$ cat src/rtl/filtro_botoes_pkg.sv
// Purpose : shared FSM state encodings and the one-hot test for the button filter.
// Latency : n/a (types and a pure function only).
// Backpressure: n/a.
package filtro_botoes_pkg;

    localparam int N_BOTOES = 4;

    // Encodings are visible on db_estado, so the values are fixed explicitly.
    typedef enum logic [2:0] {
        OCIOSO      = 3'd0,
        FILTRANDO   = 3'd1,
        PRESSIONADO = 3'd2,
        SOLTANDO    = 3'd3,
        IGNORADO    = 3'd4,
        INVALIDO    = 3'd5
    } estado_t;

    // True when exactly one bit is set (zero is not one-hot).
    function automatic logic eh_one_hot(input logic [N_BOTOES-1:0] v);
        return (v != '0) && ((v & (v - 1'b1)) == '0);
    endfunction

endpackage

$ cat src/rtl/filtro_botoes_if.sv
// Purpose : bundles the button-side inputs and the clean play outputs of the filter.
// Latency : n/a (wiring only).
// Backpressure: none; outputs are level/strobe signals, the consumer must take them.
// Ports   : botoes_raw/habilita driven by master (board side); botoes, tem_jogada,
//           erro_multiplo, db_estado driven by slave (the filter).
interface filtro_botoes_if;
    import filtro_botoes_pkg::*;

    logic [N_BOTOES-1:0] botoes_raw;
    logic                habilita;
    logic [N_BOTOES-1:0] botoes;
    logic                tem_jogada;
    logic                erro_multiplo;
    logic [2:0]          db_estado;

    modport master (
        output botoes_raw,
        output habilita,
        input  botoes,
        input  tem_jogada,
        input  erro_multiplo,
        input  db_estado
    );

    modport slave (
        input  botoes_raw,
        input  habilita,
        output botoes,
        output tem_jogada,
        output erro_multiplo,
        output db_estado
    );

endinterface

$ cat src/rtl/filtro_botoes_sincronizador_2ff.sv
// Purpose : W-bit two-flop synchronizer bringing asynchronous pins into the clock domain.
// Latency : 2 cycles from input to q.
// Backpressure: none.
// Ports   : clock, reset (async active-low), d (async in), q (synchronized out).
module sincronizador_2ff #(
    parameter int W = 4
) (
    input  logic         clock,
    input  logic         reset,
    input  logic [W-1:0] d,
    output logic [W-1:0] q
);

    logic [W-1:0] meta_q;
    logic [W-1:0] sinc_q;

    always_ff @(posedge clock or negedge reset) begin
        if (!reset) begin
            meta_q <= '0;
            sinc_q <= '0;
        end else begin
            meta_q <= d;
            sinc_q <= meta_q;
        end
    end

    assign q = sinc_q;

endmodule

$ cat src/rtl/filtro_botoes.sv
// Purpose : debounces 4 raw buttons, rejects multi-button presses, emits one-hot play + strobe.
// Latency : stable press before edge k -> tem_jogada high after edge k+2+DEBOUNCE_CICLOS.
// Backpressure: none; habilita=0 at the accept point swallows the press instead of stalling.
// Ports   : clock, reset (async active-low), bus (filtro_botoes_if.slave).
module filtro_botoes
    import filtro_botoes_pkg::*;
#(
    parameter int DEBOUNCE_CICLOS = 50000,
    parameter int SOLTA_CICLOS    = 50000,
    parameter int N               = 16
) (
    input  logic           clock,
    input  logic           reset,
    filtro_botoes_if.slave bus
);

    localparam logic [N-1:0] DB_FIM    = N'(DEBOUNCE_CICLOS - 1);
    localparam logic [N-1:0] SOLTA_FIM = N'(SOLTA_CICLOS - 1);

    logic [N_BOTOES-1:0] s;

    sincronizador_2ff #(.W(N_BOTOES)) u_sinc (
        .clock (clock),
        .reset (reset),
        .d     (bus.botoes_raw),
        .q     (s)
    );

    estado_t             estado_q, estado_d;
    logic [N_BOTOES-1:0] cand_q, cand_d;
    logic [N_BOTOES-1:0] s_ant_q, s_ant_d;
    logic [N-1:0]        cnt_q, cnt_d;
    logic [N_BOTOES-1:0] botoes_q, botoes_d;
    logic                tem_q, tem_d;
    logic                erro_q, erro_d;
    logic                limpa_cnt;
    logic                estavel;

    always_comb begin
        estado_d  = estado_q;
        cand_d    = cand_q;
        s_ant_d   = s;
        estavel   = (s == s_ant_q);
        // A change of s restarts any stability window.
        limpa_cnt = !estavel;

        unique case (estado_q)
            OCIOSO: begin
                if (eh_one_hot(s)) begin
                    estado_d = FILTRANDO;
                    cand_d   = s;
                end else if (s != '0) begin
                    estado_d = INVALIDO;
                end
            end
            FILTRANDO: begin
                if (s == '0) begin
                    estado_d = OCIOSO;
                end else if (!eh_one_hot(s)) begin
                    estado_d = INVALIDO;
                end else if (s != cand_q) begin
                    cand_d    = s;
                    limpa_cnt = 1'b1;
                end else if (estavel && cnt_q == DB_FIM) begin
                    estado_d = bus.habilita ? PRESSIONADO : IGNORADO;
                end
            end
            PRESSIONADO: begin
                if (s != cand_q) estado_d = SOLTANDO;
            end
            SOLTANDO: begin
                if (s == cand_q) begin
                    estado_d = PRESSIONADO;
                end else if (s == '0) begin
                    if (estavel && cnt_q == SOLTA_FIM) estado_d = OCIOSO;
                end else begin
                    limpa_cnt = 1'b1;
                end
            end
            IGNORADO, INVALIDO: begin
                if (s == '0 && estavel && cnt_q == SOLTA_FIM) estado_d = OCIOSO;
            end
            default: estado_d = OCIOSO;
        endcase

        if (limpa_cnt || estado_d != estado_q) begin
            cnt_d = '0;
        end else if (cnt_q == '1) begin
            cnt_d = cnt_q;
        end else begin
            cnt_d = cnt_q + 1'b1;
        end

        // All outputs are derived from the next state so they leave the flops glitch-free.
        tem_d    = (estado_q == FILTRANDO) && (estado_d == PRESSIONADO);
        erro_d   = (estado_d == INVALIDO);
        botoes_d = (estado_d == PRESSIONADO || estado_d == SOLTANDO) ? cand_d : '0;
    end

    always_ff @(posedge clock or negedge reset) begin
        if (!reset) begin
            estado_q <= OCIOSO;
            cand_q   <= '0;
            s_ant_q  <= '0;
            cnt_q    <= '0;
            botoes_q <= '0;
            tem_q    <= 1'b0;
            erro_q   <= 1'b0;
        end else begin
            estado_q <= estado_d;
            cand_q   <= cand_d;
            s_ant_q  <= s_ant_d;
            cnt_q    <= cnt_d;
            botoes_q <= botoes_d;
            tem_q    <= tem_d;
            erro_q   <= erro_d;
        end
    end

    assign bus.botoes        = botoes_q;
    assign bus.tem_jogada    = tem_q;
    assign bus.erro_multiplo = erro_q;
    assign bus.db_estado     = estado_q;

endmodule

$ cat src/flat_wrapper.sv
// flat-port wrapper written by rule: the top's interface ports become plain ports
module filtro_botoes_flat import filtro_botoes_pkg::*;
#(
    parameter int DEBOUNCE_CICLOS = 50000,
    parameter int SOLTA_CICLOS    = 50000,
    parameter int N               = 16
)
  (clock, reset, bus_botoes_raw, bus_habilita, bus_botoes, bus_tem_jogada, bus_erro_multiplo, bus_db_estado);
  filtro_botoes_if bus_i ();
  input  logic clock;
  input  logic reset;
  input wire logic [$bits(bus_i.botoes_raw)-1:0] bus_botoes_raw;
  input wire logic [$bits(bus_i.habilita)-1:0] bus_habilita;
  output wire logic [$bits(bus_i.botoes)-1:0] bus_botoes;
  output wire logic [$bits(bus_i.tem_jogada)-1:0] bus_tem_jogada;
  output wire logic [$bits(bus_i.erro_multiplo)-1:0] bus_erro_multiplo;
  output wire logic [$bits(bus_i.db_estado)-1:0] bus_db_estado;
  assign bus_i.botoes_raw = bus_botoes_raw;
  assign bus_i.habilita = bus_habilita;
  assign bus_botoes = bus_i.botoes;
  assign bus_tem_jogada = bus_i.tem_jogada;
  assign bus_erro_multiplo = bus_i.erro_multiplo;
  assign bus_db_estado = bus_i.db_estado;
  filtro_botoes #(.DEBOUNCE_CICLOS(DEBOUNCE_CICLOS), .SOLTA_CICLOS(SOLTA_CICLOS), .N(N)) u_core (.clock(clock), .reset(reset), .bus(bus_i));
endmodule
$ cat config.mk
export PLATFORM = sky130hd
export DESIGN_NAME = filtro_botoes_flat
export DESIGN_NICKNAME = d
export VERILOG_FILES = /design/src/rtl/filtro_botoes_pkg.sv /design/src/rtl/filtro_botoes_if.sv /design/src/rtl/filtro_botoes_sincronizador_2ff.sv /design/src/rtl/filtro_botoes.sv /design/src/flat_wrapper.sv
export SDC_FILE = /design/constraint.sdc
export NUM_CORES = 1
export LEC_CHECK = 0
export BUFFER_PORTS_ARGS = -buffer_cell sky130_fd_sc_hd__buf_2
export CORE_UTILIZATION = 55
export CTS_CLUSTER_DIAMETER = 120
export DETAILED_ROUTE_END_ITERATION = 8
export GPL_TIMING_DRIVEN = 0
export PLACE_DENSITY = 0.79
export SLEW_MARGIN = 5
export SYNTH_ARGS = -nofsm -noshare
export SYNTH_HDL_FRONTEND = slang
export SYNTH_HIERARCHICAL = 1
export SYNTH_SLANG_ARGS = --single-unit
$ cat constraint.sdc
create_clock -name clock -period 2.6 [get_ports clock]
set_input_delay 0.26 -clock clock [delete_from_list [all_inputs] [get_ports clock]]
set_output_delay 0.26 -clock clock [all_outputs]
set_load 0.01 [all_outputs]
# Word-level counts from Yosys, hierarchy flattened
# Cells that the tools add are included.
# classes
n_addsub	2
n_mul	0
n_div	0
n_lt_le_gt_ge	0
eq_ne	15
shifts	0
mux	27
bitwise	1
reduce_logical	13
# ops
operator	n
2-to-1 mux 3 bit	12
== test 16 bit, second input constant	2
2-to-1 mux 16 bit	2
2-to-1 mux 4 bit	5
adder 16 x 1 -> 16 bit, second input constant	1
case mux 3 bit (5 select lines)	1
== test 3 x 2 -> 1 bit, second input constant	4
== test 3 bit, second input constant	3
== test 4 bit	2
logical NOT 4 bit	2
case mux 4 bit (2 select lines)	1
logical AND 1 bit	5
2-to-1 mux 1 bit	5
bitwise AND 4 bit	1
inequality test 4 bit	1
nonzero test 4 bit	1
subtractor 4 x 1 -> 4 bit, second input constant	1
== test 3 x 1 -> 1 bit, second input constant	1
logical NOT 3 bit	1
inequality test 3 bit	1
logical OR 1 bit	2
inequality test 2 x 1 -> 1 bit, second input constant	1
case mux 1 bit (2 select lines)	1
OR reduction 2 bit	1
logical NOT 1 bit	1
# word_totals
ff_bits	41
latch_bits	0
ramBits	0
mem_bits_ro	0
in_bits	7
output_inout_bits	9
elab_cells	67
mem_count	0

# Depth between registers and ports, before layout
# depth
word_depth	10
ltp_mapped	9
depth_no_buf	7

# Cells and area by module
# The synthesis kept the hierarchy.
# by_module_without_submodules
module	instances	cells_each	area_each_um2	seq_area_each_um2
filtro_botoes	1	200	2004.4	825.8
sincronizador_2ff	1	8	200.2	200.2

# Worst setup path before layout
# No wires, ideal clock.
# synth_path
path_kind	register to register
startpoint	register u_core.u_sinc.sinc_q[3] (netlist: u_core/u_sinc/q[3])
endpoint	register u_core.cnt_q[10]
setup_time_ns	0.080
t_arrival_ns	2.217
required_time_ns	2.520
slack_ns	0.303
path_stages_with_launch	9
path_buffers	2
synth_period_minus_slack_ns	2.297
path_cell_list	dfrtp_1 buf_6 xor2_2 or4_4 a31o_1 a311oi_2 nand4_4 buf_6 nor3_2
# synth_between
elab_chain_len	10
elab_cells_between_ends	35
cone_classes	add/sub (1); eq/ne (5); mux (19); bitwise (1); reduce/logical (9)
# synth_rtl
item	line	source
start: declaration	filtro_botoes_sincronizador_2ff.sv:15	logic [W-1:0] sinc_q;
start signal: assignment	filtro_botoes_sincronizador_2ff.sv:23	sinc_q <= meta_q;
subtractor 4 x 1 -> 4 bit or == test 4 bit (tied branches)	filtro_botoes_pkg.sv:20, filtro_botoes.sv:43	
bitwise AND 4 bit or logical AND 1 bit (tied branches)	filtro_botoes_pkg.sv:20, filtro_botoes.sv:64, filtro_botoes.sv:75	
logical NOT 4 bit or 2-to-1 mux 3 bit (tied branches)	filtro_botoes_pkg.sv:20, filtro_botoes.sv:64	
logical AND 1 bit or 2-to-1 mux 3 bit (tied branches)	filtro_botoes_pkg.sv:20, filtro_botoes.sv:61	
2-to-1 mux 3 bit	filtro_botoes.sv:59	end else if (!eh_one_hot(s)) begin
2-to-1 mux 3 bit	filtro_botoes.sv:57	if (s == '0) begin
case mux 3 bit (5 select lines)	filtro_botoes.sv:47	unique case (estado_q)
inequality test 3 bit	filtro_botoes.sv:86	if (limpa_cnt || estado_d != estado_q) begin
logical OR 1 bit (*)	filtro_botoes.sv:86	
inequality test 2 x 1 -> 1 bit (no source line) or 2-to-1 mux 16 bit (tied branches)	n/a	
end signal: assignment	filtro_botoes.sv:113	cnt_q <= cnt_d;
end: declaration	filtro_botoes.sv:32	logic [N-1:0] cnt_q, cnt_d;
# Mark *: on every way between the ends. The rest lies on a longest branch, timed or not.
# A chain may end at the register's enable or synchronous reset.

# Final worst setup path
# layout_path
startpoint	register u_core.u_sinc.sinc_q[3] (netlist: u_core/u_sinc/q[3])
endpoint	register u_core.cnt_q[9]
# The elaborated chain is that of the path after synthesis.

==> qor.yml <==
gp_congestion: 0.961
endpoint_kind: "flip-flop"
crit_path_max_fanout: 10
finalCritPeriodShare_pct: 97.2
wl_met2_mm: 2.05
period_minus_slack_ns: 2.53
p_clk_share_pct: 38.4
grt_pass1_vias: 1564
die_area_sq_mm: 0.00427
synth_top_area_share_pct: 46.5
top_layer_used: "met4"
wl_per_cell_microns: 15.5
numPortBuffers: 15
layout.nets: 239
cts_hold_buf: 0
p_leak_nw: 0.997
hold_viol_final: 0
synthTopCellsByArea: "dfrtp_1 (47%), nor3_2 (4.5%), xor2_1 (3.6%)"
cts_tree: "done"
syn_to_final_growth_pct: 12.4
synth_nets: 216
numCtsBuffers: 5
drtPass1Iterations: 4
core_sq_mm: 0.00374
status: "finished clean"
io_pins: 16
switching_power_mw: 0.302
grt_usage_pct: 22.7
finalSetupTns_ns: 0
reg2reg_setup_slack_ns: 0.07
synth_flop_cell: "dfrtp_1"
p_comb_share_pct: 6.1
antenna_found_initial: 0
yosysUniqueCellTypes: 50
dpl_worst_slack_ns: -0.220
startpoint_type: "flip-flop"
pwr-share-seq_pct: 55.5
clk_pin_slew_ns: 0.09
grt_pass1_wl_mm: 7.44
synth_top_area_cell: "dfrtp_1"
critPathKind: "flip-flop to flip-flop"
slew_violations: 0
via_per_inst: 6.13
hpwl_mm: 3.04
ir_drop_uv: 486
p_int_mw: 0.875
wl_met3_microns: 189
cts-root-buf: "clkbuf_8"
wl_met1_mm: 2.04
powerDensity_mw_per_mm2: 475
grt_overflow_total: 0
cts_sinks: 41
grt_setup_unrepaired: "true"
wirelength_mm: 4.33
grt_max_degree: 42
synth_cells: 208
rows: 22
drive_gt1_share_pct: 24.6
maxSlewHeadroom_pct: 41.9
die_y_microns: 65.3
htree_num_levels: 2
switching_share_pct: 25.7
async_reset_ff_share_pct: 100
place_area_sq_mm: 0.00234
antenna_left: 0
vias: 1715
cp.arrival_ns: 2.75
drt_iter0_markers: 172
start_util_pct: 58.9
clock_skew_ns: 0.00674
clock_latency_ns: 0.30
cap_viol_max_count: 0
synth_warnings: 6
ys_seq_elements: 41
chipWidth_microns: 65.3
min_path_type: "input pin to flip-flop"
yosysSeqAreaShare_pct: 46.5
antenna_cells: 0
setup_ws_ns: 0.0720
setup_viol: 0
fin_area_sq_mm: 0.00248
syn-cell-area_sq_mm: 0.00220
worstPathRequired_ns: 2.82
synth-edff-count: 0
fmax_mhz: 396
avgSynthCellArea_sq_um: 10.6
worst_pin_slew_ns: 0.872
clock_path_buffers: 2
drc: 0
cell type report:
cell class / instances / area (sq um)
fill: 312 / 1260
multi-input combinational: 151 / 1120
sequential: 41 / 1030
timing repair buffer: 17 / 90.1
clock buffer: 5 / 68.8
buffer: 10 / 66.3
tap: 48 / 60.1
clock inverter: 3 / 28.8
inverter: 5 / 18.8
layer usage:
metal	GRT usage (%)	vias up
li1	-	822
met1	33.5	837
met2	34.7	51
met3	3.65	5
met4	5.71	0
met5	0	-
stage by stage:
stage	utilization, %	total power, mW	instances	hold slack [ns]
floorplan	-	0.709	208	-0.0356
global placement	62.5	0.734	271	0.332
detailed placement	62.5	0.737	271	0.336
CTS	65.4	1.19	280	0.0547
global route	66.2	1.22	280	0.0467
finish	66.2	1.18	280	0.0649
cells by family after synthesis:
logic type | count (synthesis) | share of synthesized area [%]
multiplexers | 6 | 3.01
adder cells (fa/ha/maj) | 1 | 0.567
XOR/XNOR | 18 | 7.49
buffers and inverters | 16 | 4.03
AND/OR/NAND/NOR | 94 | 27.6
AO/OA/AOI/OAI | 32 | 10.8
flip-flops | 41 | 46.5
placed cells by master, fill, tap and decap left out, drive strengths merged, types with 2 or more instances in the layout:
cell and n:
nor2b 7, a211oi 4, and4 2, nor4 12
or3 2, and2 5, nor4b 5, nor3 18
clkbuf 9, dfrtp 41, or4 2, a2111oi 2
nor2 9, and3 6, xor2 10, mux2 5
o21ai 6, xnor2 8, nand4 7, buf 23
nand3 8, inv 8, a311oi 2, nand2 9
a31oi 2, a21oi 5
critical path: stages, from the launching register on:
cell	delay (ns)
dfrtp_1	0.40
buf_6	0.15
xor2_2	0.20
or4_4	0.58
a31o_1	0.23
a311oi_2	0.29
nand4_4	0.21
buf_6	0.21
nor3_2	0.18
registers in the layout, indices dropped and copies added (netlist names):
register and cells:
u_core/bus.tem_jogada 1, u_core/u_sinc/q 4, u_core/bus.botoes 4, u_core/u_sinc/meta_q 4, u_core/cnt_q 16, u_core/bus.db_estado 3
u_core/bus.erro_multiplo 1, u_core/s_ant_q 4, u_core/cand_q 4
synthesized netlist by cell type (2+ instances only):
library cell and count:
a211oi_1 4, dfrtp_1 41, nand3_1 8, nand4_1 6
buf_6 3, mux2_2 5, buf_2 2, clkbuf_1 5
inv_1 5, nor2b_1 7, xor2_1 9, nand2_1 9
a31oi_1 2, nor2_1 9, and2_1 5, o21ai_0 6
nor4_1 11, or3_1 2, nor3_2 10, nor4b_1 5
and3_1 6, a21oi_1 5, and4_1 2, nor3_1 8
xnor2_1 8
power groups by stage:
| stage | Sequential [mW] | Clock [mW] | Combinational [mW] |
|---|---|---|---|
| floorplan | 0.665 | 0 | 0.0444 |
| global placement | 0.666 | 0 | 0.0682 |
| detailed placement | 0.666 | 0 | 0.0702 |
| CTS | 0.654 | 0.463 | 0.0701 |
| global route | 0.655 | 0.486 | 0.0813 |
| finish | 0.654 | 0.452 | 0.0720 |
worst paths after layout:
kind | cells past startpoint | from | end
min reg2reg | 0 | u_core/u_sinc/meta_q[1] | u_core/u_sinc/q[1]
min | 1 | bus_botoes_raw[2] | u_core/u_sinc/meta_q[2]
max reg2reg | 8 | u_core/u_sinc/q[3] | u_core/cnt_q[9]
max | 8 | u_core/u_sinc/q[3] | u_core/cnt_q[9]
max in group asynchronous | 1 | reset | u_core/cnt_q[10]
min in group asynchronous | 1 | reset | u_core/bus.botoes[2]
timing repair:
item | CTS | global route
pin swaps | 1 | 1
setup buffers | 1 | 1
endpoints found under the setup margin | 12 | 17
hold endpoints to repair | 0 | 0
resized for setup | 1 | 4
No activity file was read; power rests on OpenSTA's default activity.
